==> src/rtl/skewed_mask_pkg.sv <==
// Shared pipelined-math helpers: chunk counts and chunk bit bounds for skewed datapaths.
package skewed_mask_pkg;

  function automatic int unsigned ceil_division(input int unsigned a, input int unsigned b);
    return (a + b - 1) / b;
  endfunction

  function automatic int unsigned min_u(input int unsigned a, input int unsigned b);
    return (a < b) ? a : b;
  endfunction

  function automatic int unsigned chunk_lo(input int unsigned idx, input int unsigned chunk);
    return idx * chunk;
  endfunction

  // The last chunk is truncated to the word width.
  function automatic int unsigned chunk_hi(input int unsigned idx, input int unsigned chunk,
                                           input int unsigned width);
    return min_u(idx * chunk + chunk, width) - 1;
  endfunction

endpackage

==> src/rtl/skewed_mask_delay.sv <==
// Enabled register chain of DELAY stages, synchronous active-low reset to zero.
module skewed_mask_delay #(
  parameter int unsigned DELAY = 1,
  parameter int unsigned WIDTH = 1
) (
  input  logic             clk_i,
  input  logic             rst_ni,
  input  logic             en_i,
  input  logic [WIDTH-1:0] d_i,
  output logic [WIDTH-1:0] q_o
);

  if (DELAY == 0) begin : g_pass
    logic unused_ctrl;
    assign unused_ctrl = ^{clk_i, rst_ni, en_i};
    assign q_o = d_i;
  end else begin : g_chain
    logic [WIDTH-1:0] stage_q [DELAY];
    logic [WIDTH-1:0] stage_d [DELAY];

    always_comb begin
      stage_d[0] = d_i;
      for (int k = 1; k < int'(DELAY); k++) begin
        stage_d[k] = stage_q[k-1];
      end
    end

    // Reset wins over enable so the history is cleared even while stalled.
    always_ff @(posedge clk_i) begin
      if (!rst_ni) begin
        for (int k = 0; k < int'(DELAY); k++) begin
          stage_q[k] <= '0;
        end
      end else if (en_i) begin
        stage_q <= stage_d;
      end
    end

    assign q_o = stage_q[DELAY-1];
  end

endmodule

==> src/rtl/skewed_mask.sv <==
// Zeroes a chunk-skewed data word; the mask bit travels with chunk i via an i-deep history.
module skewed_mask
  import skewed_mask_pkg::*;
#(
  parameter int unsigned WIDTH = 8,
  parameter int unsigned CHUNK = 3
) (
  input  logic             clk,
  input  logic             rst,
  input  logic             en,
  input  logic [WIDTH-1:0] in,
  input  logic             in_mask,
  output logic [WIDTH-1:0] out
);

  localparam int unsigned N = ceil_division(WIDTH, CHUNK);

  // m_tap[i] is the mask of the word whose chunk i is on `in` this cycle.
  logic [N-1:0] m_tap;

  assign m_tap[0] = in_mask;

  if (N == 1) begin : g_no_hist
    logic unused_ctrl;
    assign unused_ctrl = ^{clk, rst, en};
  end else begin : g_hist
    for (genvar i = 1; i < int'(N); i++) begin : g_stage
      skewed_mask_delay #(
        .DELAY(1),
        .WIDTH(1)
      ) u_stage (
        .clk_i (clk),
        .rst_ni(rst),
        .en_i  (en),
        .d_i   (m_tap[i-1]),
        .q_o   (m_tap[i])
      );
    end
  end

  for (genvar i = 0; i < int'(N); i++) begin : g_chunk
    localparam int unsigned LO = chunk_lo(i, CHUNK);
    localparam int unsigned HI = chunk_hi(i, CHUNK, WIDTH);
    localparam int unsigned CW = HI - LO + 1;

    assign out[HI:LO] = in[HI:LO] & {CW{m_tap[i]}};
  end

endmodule

==> config.mk <==
export PLATFORM = sky130hd
export DESIGN_NAME = skewed_mask
export DESIGN_NICKNAME = d
export VERILOG_FILES = /design/src/rtl/skewed_mask_pkg.sv /design/src/rtl/skewed_mask_delay.sv /design/src/rtl/skewed_mask.sv
export SDC_FILE = /design/constraint.sdc
export NUM_CORES = 1
export LEC_CHECK = 0
export CORE_AREA = 5 5 42 44
export DETAILED_ROUTE_END_ITERATION = 8
export DIE_AREA = 0 0 47 49
export GPL_ROUTABILITY_DRIVEN = 0
export SYNTH_ARGS = -nofsm -noshare
export SYNTH_HDL_FRONTEND = slang
export SYNTH_SLANG_ARGS = --single-unit
==> constraint.sdc <==
create_clock -name clk -period 0.8 [get_ports clk]
set_clock_uncertainty 0.15 [all_clocks]
set_input_delay 0.08 -clock clk [delete_from_list [all_inputs] [get_ports clk]]
set_output_delay 0.08 -clock clk [all_outputs]
set_load 0.02 [all_outputs]
After elaboration in Yosys (flattened, before gate mapping):

Index checks and enable logic that the tools add are counted.

* bitwise operators: 3

Operator list (count)
* $and A3 B3 Y3: 2
* $and A2 B2 Y2: 1

* logic and storage cells: 5
* register bits after elaboration: 2
* output and inout bits: 8

Depth between registers and ports, before layout:

* depth after elaboration: 1
* depth in mapped cells: 2

Modules after synthesis:

A second synthesis with hierarchy kept.

* cells, all modules: 14
* area, all modules: 122.6 um2

Modules (own cells, without submodules)
* skewed_mask_delay: sequential area each 20.0 um2, cells each 3, times used 2, area an instance 36.3 um2
* skewed_mask: sequential area each 0.0 um2, cells each 8, times used 1, area an instance 50.0 um2

Worst setup path before layout:

Ideal clock, no wire load.

* kind: reg-to-output
* start: reg g_hist.g_stage[1].u_stage.g_chain.stage_q
* end: out out[3]
* data required time: 0.570 ns
* slack: 0.001 ns
* data arrival time: 0.569 ns
* cell stages (with the launch flop): 2
* cell sequence: dfxtp_1 > and2_1

* cells in the longest elaborated chain, start to end: 1

RTL lines
* from (decl): line skewed_mask_delay.sv:18 `logic [WIDTH-1:0] stage_q [DELAY];`
* from (signal assigned): line skewed_mask_delay.sv:35 `stage_q <= stage_d;`
* $and A3 B3 Y3: line skewed_mask.sv:46 `assign out[HI:LO] = in[HI:LO] & {CW{m_tap[i]}};`
* to (decl): line skewed_mask.sv:13 `output logic [WIDTH-1:0] out`

Every way passes these cells.

Final worst setup path:

Same ends and word-level chain as after synthesis.

==> results.sh <==
export IMPL_outcome="finished, violations left"
export IMPL_violations="setup timing"
export IMPL_cts_tree="done"
export IMPL_worstSkewPairLatency_ns=0.22
export IMPL_whs_ns=0.122
export IMPL_wl_per_cell_um=9.87
export IMPL_htree_levels=1
export IMPL_die_x_um=47
export IMPL_fillerInstances=166
export IMPL_syn_area_sq_um=123
export IMPL_syn_inst=14
export IMPL_vias_per_cell=3.39
export IMPL_crit_path_max_fanout=4
export IMPL_clock_sinks=2
export IMPL_cp_data_required_time_ns=0.57
export IMPL_synth_area_leaders="and2_1 (41%), dfxtp_1 (33%), mux2i_1 (16%), nor2b_1 (10%)"
export IMPL_grt_remaining_overflow=0
export IMPL_worstSetupPathType="register to output pin"
export IMPL_setup_tns_ns=-1.35
export IMPL_postCtsSetupBuffers=0
export IMPL_drive_gt1_share_pct=60.5
export IMPL_grt_pass1_wl_um=710
export IMPL_seqCellArea_sq_um=42.5
export IMPL_multi_input_area_sq_um=100
export IMPL_ys_ff_latch=2
export IMPL_synthesis_nets=26
export IMPL_fp_dieH_um=49
export IMPL_grt_max_degree=5
export IMPL_fmax_ghz=0.964
export IMPL_pwr_share_comb_pct=30.9
export IMPL_p_leak_nw=0.192
export IMPL_antenna_found_initial=0
export IMPL_first_pass_iters=1
export IMPL_crit_arrival_ns=0.81
export IMPL_route_detailed_drc=0
export IMPL_synth_distinct_cells=4
export IMPL_largest_reg_flops=2
export IMPL_io_pins=20
export IMPL_crit_path_start_kind="register"
export IMPL_core_area_sq_um=1400
export IMPL_dieArea_sq_um=2300
export IMPL_p_int_mw=0.371
export IMPL_period_minus_slack_ns=1.04
export IMPL_maxSlewHeadroom_pct=90.5
export IMPL_synth_top_area_share_pct=40.8
export IMPL_r2r_slack_ns=-0.11
export IMPL_num_antenna_cells=0
export IMPL_drt_iter0_markers=0
export IMPL_yosys_area_top_type="and2_1"
export IMPL_yosysWarnings=0
export IMPL_gr_usage_all_layers_pct=4.78
export IMPL_utilization_pct=28.4
export IMPL_post_route_period_util_pct=130
export IMPL_port_buffers=19
export IMPL_power_density_nw_per_um2=1190
export IMPL_clk_pin_slew_ns=0.03
export IMPL_fin_ws_ns=-0.237
export IMPL_routed_wl_um=533
export IMPL_tightest_slew_ns=0.138
export IMPL_cts_root_buf="clkbuf_4"
export IMPL_hold_viol_final=0
export IMPL_numCtsBuffers=3
export IMPL_p_seq_share_pct=23.4
export IMPL_cts_buffer_depth=2
export IMPL_setup_viol=7
export IMPL_first_global_vias=179
export IMPL_std_cell_rows=14
export IMPL_drtAntennaViolNets=0
export IMPL_p_clk_share_pct=45.8
export IMPL_swShare_pct=21.9
export IMPL_maxSlewViolCount=0
export IMPL_area_growth_pct=224
export IMPL_endpoint_kind="output pin"
export IMPL_layout_nets=52
export IMPL_drv_cap=0
export IMPL_ir_drop_mv=0.487
export IMPL_hp_class="input port to register"
export IMPL_initial_core_util_pct=8.75
export IMPL_rsz0062_at_grt="yes"
export IMPL_avgSynthCellArea_sq_um=8.76
export IMPL_yosysSeqAreaShare_pct=32.7
export IMPL_p_switching_mw=0.104
export IMPL_vias=183
-- cells by family after synthesis --
kind of cell and share of synthesized area [%]:
AND/OR/NAND/NOR 51.0, flip-flops 32.7, multiplexers 16.3
-- synthesized netlist by cell type --
library cell	instances
and2_1	8
dfxtp_1	2
mux2i_1	2
nor2b_1	2
-- final timing paths --
check                                        startpoint                                         end  cells past startpoint
min reg2reg  g_hist.g_stage[2].u_stage.q_o$_SDFFE_PN0P_  g_hist.g_stage[2].u_stage.q_o$_SDFFE_PN0P_                      2
min                                             in_mask  g_hist.g_stage[1].u_stage.q_o$_SDFFE_PN0P_                      4
max          g_hist.g_stage[1].u_stage.q_o$_SDFFE_PN0P_                                      out[3]                      2
max reg2reg  g_hist.g_stage[1].u_stage.q_o$_SDFFE_PN0P_  g_hist.g_stage[1].u_stage.q_o$_SDFFE_PN0P_                      3
-- layout make-up --
type                       count  area share (%)
clock buffer                   3            5.66
timing repair buffer          21            53.5
sequential                     2            10.7
multi-input combinational     12            25.2
tap                           16            5.03
-- timing repair --
item | in CTS | in global routing
pin swaps | 3 | 2
resized for setup | 55 | 11
setup endpoints to repair | 10 | 10
hold buffers | 0 | 0
-- placed cells by master (no fill, tap or decap) --
cell type        n
mux2i_1          2
nor2b_1          2
buf_4            2
clkdlybuf4s50_1  7
clkbuf_4         3
dfxtp_2          2
and2_4           7
clkdlybuf4s15_1  2
buf_2            1
buf_6            8
and2_1           1
dlymetal6s2s_1   1
-- power by group through the flow --
stage | combinational, mW | sequential (mW) | clock (mW)
6_report | 0.147 | 0.111 | 0.217
5_1_grt | 0.156 | 0.112 | 0.239
4_1_cts | 0.135 | 0.110 | 0.239
3_5_place_dp | 0.134 | 0.110 | 0
3_3_place_gp | 0.135 | 0.110 | 0
2_1_floorplan | 0.0404 | 0.109 | 0
-- routing by layer --
metal / vias up / GRT usage, % / share of wire (%)
met5: - / 0 / 0
met4: 0 / 6.91 / 0
met3: 0 / 2.58 / 19
met2: 13 / 5.43 / 48
met1: 78 / 4.80 / 33
li1: 92 / - / -
-- per-stage QoR --
step | area (sq um) | power (mW) | std cells | worst slack, ns
3_3_place_gp | 348 | 0.245 | 51 | -0.738
5_1_grt | 398 | 0.507 | 54 | -0.271
4_1_cts | 380 | 0.484 | 54 | -0.246
2_1_floorplan | 123 | 0.150 | 14 | 0.000711
3_5_place_dp | 348 | 0.244 | 51 | -0.748
6_report | 398 | 0.475 | 54 | -0.237
-- critical path, stage by stage (launching register included) --
cell	delay, ns
dfxtp_2	0.34
and2_4	0.14
buf_6	0.10
Note: power is estimated with default switching activity, not from simulation.
